**config.mk**
```make
export PLATFORM = sky130hd
export DESIGN_NAME = serial_adder
export DESIGN_NICKNAME = d
export VERILOG_FILES = /design/src/rtl/serial_adder_pkg.sv /design/src/rtl/serial_adder_fa.sv /design/src/rtl/serial_adder.sv
export SDC_FILE = /design/constraint.sdc
export NUM_CORES = 1
export LEC_CHECK = 0
export ABC_AREA = 1
export BUFFER_PORTS_ARGS = -buffer_cell sky130_fd_sc_hd__buf_2
export CELL_PAD_IN_SITES_DETAIL_PLACEMENT = 2
export CELL_PAD_IN_SITES_GLOBAL_PLACEMENT = 2
export CORE_MARGIN = 2
export CORE_UTILIZATION = 35
export CTS_BUF_LIST = sky130_fd_sc_hd__clkbuf_16
export DETAILED_ROUTE_END_ITERATION = 7
export PLACE_DENSITY = 0.93
export RECOVER_POWER = 25
export SYNTH_ARGS = -nofsm -noshare
export SYNTH_HDL_FRONTEND = slang
export SYNTH_SLANG_ARGS = --single-unit
```
**constraint.sdc**
```tcl
create_clock -name clk -period 2.1 [get_ports clk]
set_clock_uncertainty 0.15 [all_clocks]
set_input_delay 0.105 -clock clk [delete_from_list [all_inputs] [get_ports clk]]
set_output_delay 0.105 -clock clk [all_outputs]
set_load 0.005 [all_outputs]
```
**src/rtl/serial_adder_pkg.sv**
```systemverilog
// Shared definitions for the bit-serial adder: FSM encoding, default width
// and the bit-counter sizing helper.
package serial_adder_pkg;

    typedef enum logic [1:0] {
        IDLE  = 2'd0,
        SHIFT = 2'd1,
        DONE  = 2'd2
    } state_e;

    localparam int DEFAULT_WIDTH = 8;

    // Counter must index 0..w-1 but never collapse to zero bits.
    function automatic int cnt_width(input int w);
        return (w > 1) ? $clog2(w) : 1;
    endfunction

endpackage

```
**src/rtl/serial_adder_fa.sv**
```systemverilog
// One-bit full-adder cell; the only arithmetic in the serial adder.
module full_adder (
    input  logic x,
    input  logic y,
    input  logic cin,
    output logic s,
    output logic co
);

    assign s  = x ^ y ^ cin;
    assign co = (x & y) | (x & cin) | (y & cin);

endmodule

```
**src/rtl/serial_adder.sv**
```systemverilog
// Bit-serial WIDTH-bit adder: one full-adder cell plus a carry flop, LSB first,
// with a registered sum/carry-out and a one-cycle done pulse.
module serial_adder
    import serial_adder_pkg::*;
#(
    parameter int WIDTH = DEFAULT_WIDTH
) (
    input  logic             clk,
    input  logic             rst_n,
    input  logic             start,
    input  logic [WIDTH-1:0] a,
    input  logic [WIDTH-1:0] b,
    output logic             busy,
    output logic             done,
    output logic [WIDTH-1:0] sum,
    output logic             cout
);

    localparam int CW = cnt_width(WIDTH);

    state_e           state_r;
    state_e           state_n;
    logic [WIDTH-1:0] opa_r;
    logic [WIDTH-1:0] opb_r;
    logic [WIDTH-1:0] res_r;
    logic [WIDTH-1:0] sum_r;
    logic [WIDTH-1:0] res_shift_s;
    logic [WIDTH:0]   res_ext_s;
    logic [CW-1:0]    cnt_r;
    logic             carry_r;
    logic             cout_r;
    logic             busy_r;
    logic             done_r;
    logic             fa_s;
    logic             fa_c;
    logic             last_s;

    full_adder u_fa (
        .x   (opa_r[0]),
        .y   (opb_r[0]),
        .cin (carry_r),
        .s   (fa_s),
        .co  (fa_c)
    );

    // New sum bit enters at the MSB; this form also holds for WIDTH=1.
    assign res_ext_s   = {fa_s, res_r};
    assign res_shift_s = res_ext_s[WIDTH:1];
    assign last_s      = (cnt_r == CW'(WIDTH - 1));

    // Next-state decode; the unused encoding recovers to IDLE.
    always_comb begin
        state_n = IDLE;
        case (state_r)
            IDLE: begin
                if (start) state_n = SHIFT;
                else       state_n = IDLE;
            end
            SHIFT: begin
                if (last_s) state_n = DONE;
                else        state_n = SHIFT;
            end
            DONE: begin
                if (start) state_n = SHIFT;
                else       state_n = IDLE;
            end
            default: state_n = IDLE;
        endcase
    end

    // State register with busy/done registered from the next state.
    always_ff @(posedge clk or negedge rst_n) begin
        if (!rst_n) begin
            state_r <= IDLE;
            busy_r  <= 1'b0;
            done_r  <= 1'b0;
        end else begin
            state_r <= state_n;
            busy_r  <= (state_n == SHIFT);
            done_r  <= (state_n == DONE);
        end
    end

    // Operand/result shifting, carry, bit counter and result capture.
    always_ff @(posedge clk or negedge rst_n) begin
        if (!rst_n) begin
            opa_r   <= {WIDTH{1'b0}};
            opb_r   <= {WIDTH{1'b0}};
            res_r   <= {WIDTH{1'b0}};
            sum_r   <= {WIDTH{1'b0}};
            cnt_r   <= {CW{1'b0}};
            carry_r <= 1'b0;
            cout_r  <= 1'b0;
        end else begin
            case (state_r)
                IDLE, DONE: begin
                    if (start) begin
                        opa_r   <= a;
                        opb_r   <= b;
                        res_r   <= {WIDTH{1'b0}};
                        cnt_r   <= {CW{1'b0}};
                        carry_r <= 1'b0;
                    end else begin
                        opa_r   <= opa_r;
                        opb_r   <= opb_r;
                    end
                end
                SHIFT: begin
                    opa_r   <= opa_r >> 1'b1;
                    opb_r   <= opb_r >> 1'b1;
                    res_r   <= res_shift_s;
                    carry_r <= fa_c;
                    cnt_r   <= cnt_r + CW'(1);
                    if (last_s) begin
                        sum_r  <= res_shift_s;
                        cout_r <= fa_c;
                    end else begin
                        sum_r  <= sum_r;
                        cout_r <= cout_r;
                    end
                end
                default: begin
                    carry_r <= 1'b0;
                    cnt_r   <= {CW{1'b0}};
                end
            endcase
        end
    end

    assign busy = busy_r;
    assign done = done_r;
    assign sum  = sum_r;
    assign cout = cout_r;

endmodule
```
==> Flow_metrics.wiki, run 1 <==
{| class="wikitable"
! Metric !! Value
|-
| Status || complete, no violations
|-
| Fraction of synthesized cell area taken by the top area cell type || 0.539
|-
| Via count of the first global-routing pass || 1870
|-
| # IOs || 30
|-
| Final HPWL from detailed placement || 3530 µm
|-
| Crit path arrival time || 1.86 ns
|-
| Worst setup path class || reg2reg
|-
| Worst-case reg-to-reg path depth || 6
|-
| Number of optimization iterations in the first detailed-route pass || 4
|-
| Total negative slack || 0 ns
|-
| Part of the power in registers || 0.343
|-
| Yosys top cell by area || sky130_fd_sc_hd__dfrtp_1
|-
| WL/cell || 19.0 µm
|-
| Final non-filler cell total || 329
|-
| X dimension of the die || 76.8 µm
|-
| Highest cell delay on the worst timing path || 0.52 ns
|-
| Cell Count Post-Placement || 313
|-
| CP startpoint || state_r[0]$_DFF_PN0_
|-
| Peak supply drop || 0.000631 V
|-
| Clock insertion delay at the later pin of the skew report || 0.29 ns
|-
| Sort of element at the end of the critical path || flop
|-
| Global-route total usage across every layer || 0.232
|-
| Cell area after placement || 2060 µm²
|-
| Proportion of synthesized flip-flops having asynchronous set or reset || 1.00
|-
| Leading cell types by total area after synthesis || sky130_fd_sc_hd__dfrtp_1 54%, sky130_fd_sc_hd__nand2_1 14%, sky130_fd_sc_hd__inv_1 8.1%
|-
| Part of the power in the clock network || 0.279
|-
| Number of cells on the critical path || 6
|-
| Number of nets in the layout || 280
|-
| Post-CTS Setup Inserts || 0
|-
| Maximum root-to-sink buffer count || 2
|-
| Clock Tree Root || sky130_fd_sc_hd__clkbuf_16
|-
| Remaining global-route overflow || 0
|-
| Initial antenna violation count || 0
|-
| Pin count of the biggest net entering global routing || 25
|-
| Time the final worst path needs with I/O delays and setup || 1.79 ns
|-
| Count of final setup violators || 0
|-
| Syn-to-layout area delta || 26.5%
|-
| Maximum fanout along the worst path || 24
|-
| Number of cells upsized or downsized after cts || 0
|-
| Die area || 5900 µm²
|-
| Vias after detailed routing || 1626
|-
| GP Congestion || 0.700
|-
| Setup crit end || opb_r[6]$_DFFE_PN0P_
|-
| Internal || 2.44 mW
|-
| Gate count of the mapped netlist || 218
|-
| R2r startpoint || state_r[0]$_DFF_PN0_
|-
| Leak Pwr || 1.30 nW
|-
| Summed area of non-filler cells in the final layout || 2350 µm²
|-
| Post-synthesis average cell area || 8.52 µm²
|-
| Register-to-Register Setup Slack || 0.31 ns
|-
| Starting utilization of the core area || 0.364
|-
| Hold-fix buffers at CTS || 8
|-
| Clk pin slew, worst setup/hold paths || 0.07 ns
|-
| Endpoint required time on the critical path || 2.17 ns
|-
| Die extent in y || 76.8 µm
|-
| Portion of total power attributed to combinational logic || 0.378
|-
| RR Endpoint || opb_r[6]$_DFFE_PN0P_
|-
| Number of warnings printed during yosys synthesis || 0
|-
| Number of storage elements in the synthesis netlist || 40
|-
| Remaining DRCs || 0
|-
| Iter 0 DRT Violations || 95
|-
| Critical-path top delay cell || sky130_fd_sc_hd__dfrtp_1
|-
| Clock sinks || 40
|-
| Final Hold Fails || 0
|-
| Std-Cell Rows || 26
|-
| Fraction of layout cells with a size suffix above 1 || 0.201
|-
| Worst-path cell chain || inv_4 > nand2_1 > nand2_4 > inv_2 > nand2_1 > nand2_1
|-
| Share of the clock period used by the worst path after layout || 0.854
|-
| Crit path launch type || flop
|-
| Number of flops mapped to enable cells by yosys || 0
|-
| Syn Nets || 240
|-
| Post-synthesis cell area || 1860 µm²
|-
| Port Buffers || 29
|-
| Count of buffer and inverter cells on the critical path || 2
|-
| Post-layout utilization of the core || 0.460
|-
| Placeable core region || 5110 µm²
|-
| Final WL || 6260 µm
|-
| Detailed-route vias per instance || 4.94
|-
| Critical path's top delay family || simple AND/OR/NAND/NOR gates
|-
| Seq/Total Area, Yosys || 0.539
|-
| Top flip-flop cell by instance count after synthesis || sky130_fd_sc_hd__dfrtp_1
|-
| Number of antenna diodes || 0
|-
| Peak clock frequency supported by timing || 0.557 GHz
|-
| Final Slew Violations || 0
|-
| FILL cells || 592
|-
| Most common cell on crit path || sky130_fd_sc_hd__nand2_1
|-
| First-pass GRT wire length || 10300 µm
|-
| Fraction of power spent switching nets || 0.391
|-
| Number of buffers created by CTS || 5
|-
| Number of nets with antenna violations after routing || 0
|-
| TritonCTS clock tree || done
|-
| Normalized max-slew margin || 0.308
|-
| Number of H-tree levels || 2
|-
| Max-cap violations || 0
|-
| Synth cell types || 17
|-
| Reported net switching power || 1.57 mW
|-
| HP Class || in2reg
|-
| Worst-margin pin slew || 1.04 ns
|-
| Power Density || 1700 nW/µm²
|-
| RSZ-0062 raised after global routing || false
|}
synthesized netlist by cell type (2+ instances only):
cell and count:
sky130_fd_sc_hd__buf_2 3, sky130_fd_sc_hd__nand3_1 28, sky130_fd_sc_hd__o21ai_0 13, sky130_fd_sc_hd__inv_1 40, sky130_fd_sc_hd__o21ai_2 8, sky130_fd_sc_hd__nand2_1 71
sky130_fd_sc_hd__buf_6 3, sky130_fd_sc_hd__dfrtp_1 40, sky130_fd_sc_hd__ha_1 2, sky130_fd_sc_hd__nand2_4 3
flip-flops by register name (all words and copies together) (netlist names):
register  count
carry_r       1
cnt_r         3
busy          1
res_r         7
sum           8
opa_r         8
cout          1
done          1
opb_r         8
state_r       2
worst register-to-register path: stages (launching register included):
cell and delay (ns):
sky130_fd_sc_hd__dfrtp_1 0.52, sky130_fd_sc_hd__inv_4 0.07, sky130_fd_sc_hd__nand2_1 0.19, sky130_fd_sc_hd__nand2_4 0.22, sky130_fd_sc_hd__inv_2 0.29, sky130_fd_sc_hd__nand2_1 0.16, sky130_fd_sc_hd__nand2_1 0.13
power groups by stage:
stage               logic, mW  registers (mW)  clock network (mW)
floorplan               0.998            1.30                   0
global placement         1.26            1.33                   0
detailed placement       1.39            1.35                   0
CTS                      1.51            1.37                1.13
global route             1.71            1.42                1.17
finish                   1.51            1.37                1.12
per-stage QoR:
stage          total power, mW  setup slack, ns  hold slack, ns
6_report                  4.00            0.306          0.0213
5_1_grt                   4.29            0.130          0.0451
3_5_place_dp              2.75            0.468         -0.0751
3_3_place_gp              2.59            0.570         -0.0843
2_1_floorplan             2.30            0.735          -0.341
4_1_cts                   4.01            0.367         0.00923
worst min-delay path by stage:
stage | start | slack [ns] | cells past startpoint | to
floorplan | rst_n | -0.34 | 0 | busy$_DFF_PN0_
global placement | rst_n | -0.08 | 1 | done$_DFF_PN0_
detailed placement | rst_n | -0.08 | 1 | done$_DFF_PN0_
CTS | b[4] | 0.009 | 5 | opb_r[4]$_DFFE_PN0P_
global route | start | 0.05 | 4 | cnt_r[2]$_DFFE_PN0P_
finish | b[4] | 0.02 | 5 | opb_r[4]$_DFFE_PN0P_
cell families after synthesis:
group                    after synthesis  share of synthesized area
buffers and inverters                 50                      0.119
AO/OA/AOI/OAI                         21                     0.0728
flip-flops                            40                      0.539
AND/OR/NAND/NOR                      104                      0.245
adder cells (fa/ha/maj)                3                     0.0243
routing by layer:
metal | up-vias | GRT usage | wire (µm)
met5 | - | 0 | 0
met4 | 0 | 0.100 | 208
met3 | 20 | 0.0518 | 241
met2 | 45 | 0.403 | 3280
met1 | 822 | 0.274 | 2530
li1 | 739 | - | -
cell usage in the layout (no fill, tap or decap):
| cell type | instances |
|---|---|
| sky130_fd_sc_hd__nor2_4 | 1 |
| sky130_fd_sc_hd__clkbuf_16 | 5 |
| sky130_fd_sc_hd__inv_4 | 1 |
| sky130_fd_sc_hd__inv_2 | 1 |
| sky130_fd_sc_hd__nand2_1 | 71 |
| sky130_fd_sc_hd__o21ai_2 | 8 |
| sky130_fd_sc_hd__nand2_4 | 3 |
| sky130_fd_sc_hd__ha_1 | 2 |
| sky130_fd_sc_hd__dlygate4sd3_1 | 8 |
| sky130_fd_sc_hd__dfrtp_1 | 40 |
| sky130_fd_sc_hd__buf_4 | 3 |
| sky130_fd_sc_hd__o21ai_0 | 13 |
| sky130_fd_sc_hd__nand3_1 | 28 |
| sky130_fd_sc_hd__buf_2 | 27 |
| sky130_fd_sc_hd__clkbuf_1 | 3 |
| sky130_fd_sc_hd__inv_1 | 40 |
| sky130_fd_sc_hd__nor2_1 | 1 |
| sky130_fd_sc_hd__fa_1 | 1 |
| sky130_fd_sc_hd__bufinv_16 | 3 |
layout make-up:
type,count,area [µm²],share of cell area
clock buffers,5,125,0.0533
inverters,42,160,0.0682
multi-input cells,128,636,0.271
clock inverters,3,90.1,0.0384
repair buffers,41,249,0.106
well taps,70,87.6,0.0373
flip-flops and latches,40,1000,0.426
Power figures use the tool's default switching activity.
==> run 2: changes to the inputs <==
Settings changed: CORE_MARGIN 2 to not set, CTS_CLUSTER_DIAMETER set to 30, PLACE_DENSITY 0.93 to 0.91.
==> run 2 against run 1 <==
Clock power is essentially flat. Register-to-register slack better by 0.08 ns. Worst setup slack improved by 0.082 ns. Power shrank 0.68%. Hold slack lost 0.018 ns. Final area shrank 1.9%. Flip-flop and latch count unchanged. Via count down 3.0%. Non-clock buffer count is 5 lower. Largest cell class unchanged.
==> Flow_metrics.wiki, run 2 (synthesis gave the netlist of run 1 again) <==
{| class="wikitable"
! Metric !! Value
|-
| Status || complete, no violations
|-
| Number of buffers created by CTS || 5 (unchanged)
|-
| First-pass GRT wire length || 9630 µm (-6.7%)
|-
| Final Hold Fails || 0 (unchanged)
|-
| Clock insertion delay at the later pin of the skew report || 0.28 ns (about the same)
|-
| Syn-to-layout area delta || 24.1%
|-
| Starting utilization of the core area || 0.364 (unchanged)
|-
| WL/cell || 18.1 µm (-4.8%)
|-
| FILL cells || 561 (-5.2%)
|-
| Final WL || 5870 µm (-6.3%)
|-
| Count of final setup violators || 0 (unchanged)
|-
| Maximum fanout along the worst path || 24 (unchanged)
|-
| Post-CTS Setup Inserts || 0 (unchanged)
|-
| Register-to-Register Setup Slack || 0.39 ns (+0.08 ns)
|-
| Clock Tree Root || sky130_fd_sc_hd__clkbuf_16
|-
| # IOs || 30 (unchanged)
|-
| Worst-path cell chain || inv_1 > nand2_4 > nand2_4 > inv_2 > nand2_1 > nand2_1
|-
| Remaining global-route overflow || 0 (unchanged)
|-
| Commonest non-fill, non-tap cell in the layout || sky130_fd_sc_hd__nand2_1
|-
| X dimension of the die || 74.8 µm (-2.6%)
|-
| Leak Pwr || 1.28 nW (-1.1%)
|-
| Global-route total usage across every layer || 0.242 (+0.00997)
|-
| Die extent in y || 74.8 µm (-2.6%)
|-
| HP Class || in2reg
|-
| Power Density || 1720 nW/µm² (+1.2%)
|-
| Cell Count Post-Placement || 312 (-0.32%)
|-
| Post-layout utilization of the core || 0.451 (-0.00858)
|-
| Peak clock frequency supported by timing || 0.584 GHz (+4.8%)
|-
| Remaining DRCs || 0 (unchanged)
|-
| Die area || 5600 µm² (-5.1%)
|-
| Most crowded layer after global routing || met2
|-
| Normalized max-slew margin || 0.334 (+0.0262)
|-
| Vias after detailed routing || 1577 (-3.0%)
|-
| Area used by multi-input combinational logic || 636 µm² (unchanged)
|-
| GP Congestion || 0.759 (+8.4%)
|-
| Via count of the first global-routing pass || 1785 (-4.5%)
|-
| Worst hold slack || 0.00286 ns (-0.0184 ns)
|-
| Iter 0 DRT Violations || 59 (-38%)
|-
| Pin count of the biggest net entering global routing || 41 (+64%)
|-
| Maximum root-to-sink buffer count || 2 (unchanged)
|-
| Std-Cell Rows || 26 (unchanged)
|-
| Met1 track utilization from global routing || 0.286 (+0.0121)
|-
| Number of cells upsized or downsized after cts || 0 (unchanged)
|-
| Crit path arrival time || 1.78 ns (-0.08 ns)
|-
| Max-cap violations || 0 (unchanged)
|-
| Detailed-route vias per instance || 4.87 (-1.5%)
|-
| Met2 GRT Util || 0.434 (+0.0318)
|-
| Worst setup path class || reg2reg
|-
| Crit path launch type || flop
|-
| Storage cell area || 1000 µm² (unchanged)
|-
| Final non-filler cell total || 324 (-1.5%)
|-
| RSZ-0062 raised after global routing || false
|-
| Clock sinks || 40 (unchanged)
|-
| Endpoint required time on the critical path || 2.17 ns (about the same)
|-
| Port Buffers || 29 (unchanged)
|-
| Final Slew Violations || 0 (unchanged)
|-
| Highest cell delay on the worst timing path || 0.41 ns (-0.11 ns)
|-
| Number of antenna diodes || 0 (unchanged)
|-
| Initial antenna violation count || 0 (unchanged)
|-
| Met3 demand-to-capacity share in global routing || 0.0455 (-0.00625)
|-
| Total negative slack || 0 ns (unchanged)
|-
| Clk pin slew, worst setup/hold paths || 0.06 ns (about the same)
|-
| Fraction of layout cells with a size suffix above 1 || 0.213 (+0.0118)
|-
| Worst-margin pin slew || 0.999 ns (-0.0392 ns)
|-
| Share of the clock period used by the worst path after layout || 0.815 (-0.0393)
|-
| Number of H-tree levels || 2 (unchanged)
|-
| Summed area of non-filler cells in the final layout || 2300 µm² (-1.9%)
|-
| Number of nets in the layout || 275 (-1.8%)
|-
| Final HPWL from detailed placement || 3320 µm (-6.1%)
|-
| Critical-path top delay cell || sky130_fd_sc_hd__dfrtp_1
|-
| TritonCTS clock tree || done
|-
| Commonest cells after routing, fill and taps aside || 71 x sky130_fd_sc_hd__nand2_1, 40 x sky130_fd_sc_hd__inv_1, 40 x sky130_fd_sc_hd__dfrtp_1
|-
| Time the final worst path needs with I/O delays and setup || 1.71 ns (-0.0824 ns)
|-
| Sort of element at the end of the critical path || flop
|-
| Number of nets with antenna violations after routing || 0 (unchanged)
|-
| Cell area after placement || 2060 µm² (+0.24%)
|-
| Placeable core region || 5110 µm² (unchanged)
|-
| Number of optimization iterations in the first detailed-route pass || 4 (unchanged)
|-
| Peak supply drop || 0.000555 V (-12%)
|}
==> run 2: per-stage QoR <==
stage | setup WS [ns] | power (mW)
floorplan | 0.735 | 2.30
global placement | 0.564 | 2.58
detailed placement | 0.464 | 2.74
CTS | 0.369 | 4.03
global route | 0.274 | 4.27
finish | 0.389 | 3.97
==> run 2: report_power, final <==
| group | total [mW] | internal [mW] | leakage, nW | switching [mW] |
|---|---|---|---|---|
| Clock | 1.12 | 0.802 | 0.104 | 0.319 |
| Sequential | 1.37 | 1.13 | 0.494 | 0.237 |
| Combinational | 1.49 | 0.502 | 0.684 | 0.986 |
| Total | 3.97 | 2.43 | 1.28 | 1.54 |
==> run 2: path summary, 6_finish.rpt <==
check | startpoint | endpoint | depth (start not counted)
setup / recovery | state_r[1]$_DFF_PN0_ | opb_r[0]$_DFFE_PN0P_ | 6
hold / removal | b[4] | opb_r[4]$_DFFE_PN0P_ | 5
setup reg to reg | state_r[1]$_DFF_PN0_ | opb_r[0]$_DFFE_PN0P_ | 6
hold reg to reg | sum[3]$_DFFE_PN0P_ | sum[3]$_DFFE_PN0P_ | 2
max in group asynchronous | rst_n | sum[1]$_DFFE_PN0P_ | 3
min in group asynchronous | rst_n | sum[7]$_DFFE_PN0P_ | 3
==> run 2: cell type report <==
cell class / instances / area share
Clock inverter: 3 / 0.0391
Tap cell: 70 / 0.0380
Multi-Input combinational cell: 128 / 0.276
Timing Repair Buffer: 36 / 0.0890
Clock buffer: 5 / 0.0543
Sequential cell: 40 / 0.434
Inverter: 42 / 0.0695
==> run 2: repair_timing <==
action	CTS	global route
endpoints found under the hold margin	43	0
hold buffers	4	0
endpoints found under the setup margin	0	0
==> run 2: metal layers <==
| layer | part of all wire | vias up | wire (µm) |
|---|---|---|---|
| met4 | 0.029 | 0 | 171 |
| met5 | 0 | - | 0 |
| met1 | 0.41 | 799 | 2430 |
| met2 | 0.53 | 32 | 3140 |
| li1 | - | 732 | - |
| met3 | 0.021 | 14 | 126 |
==> run 2: critical path: cells and delay by family (launching register included) <==
kind	cells	cell delay [ns]
AND/OR/NAND/NOR	4	0.68
flip-flops	1	0.41
buffers and inverters	2	0.39
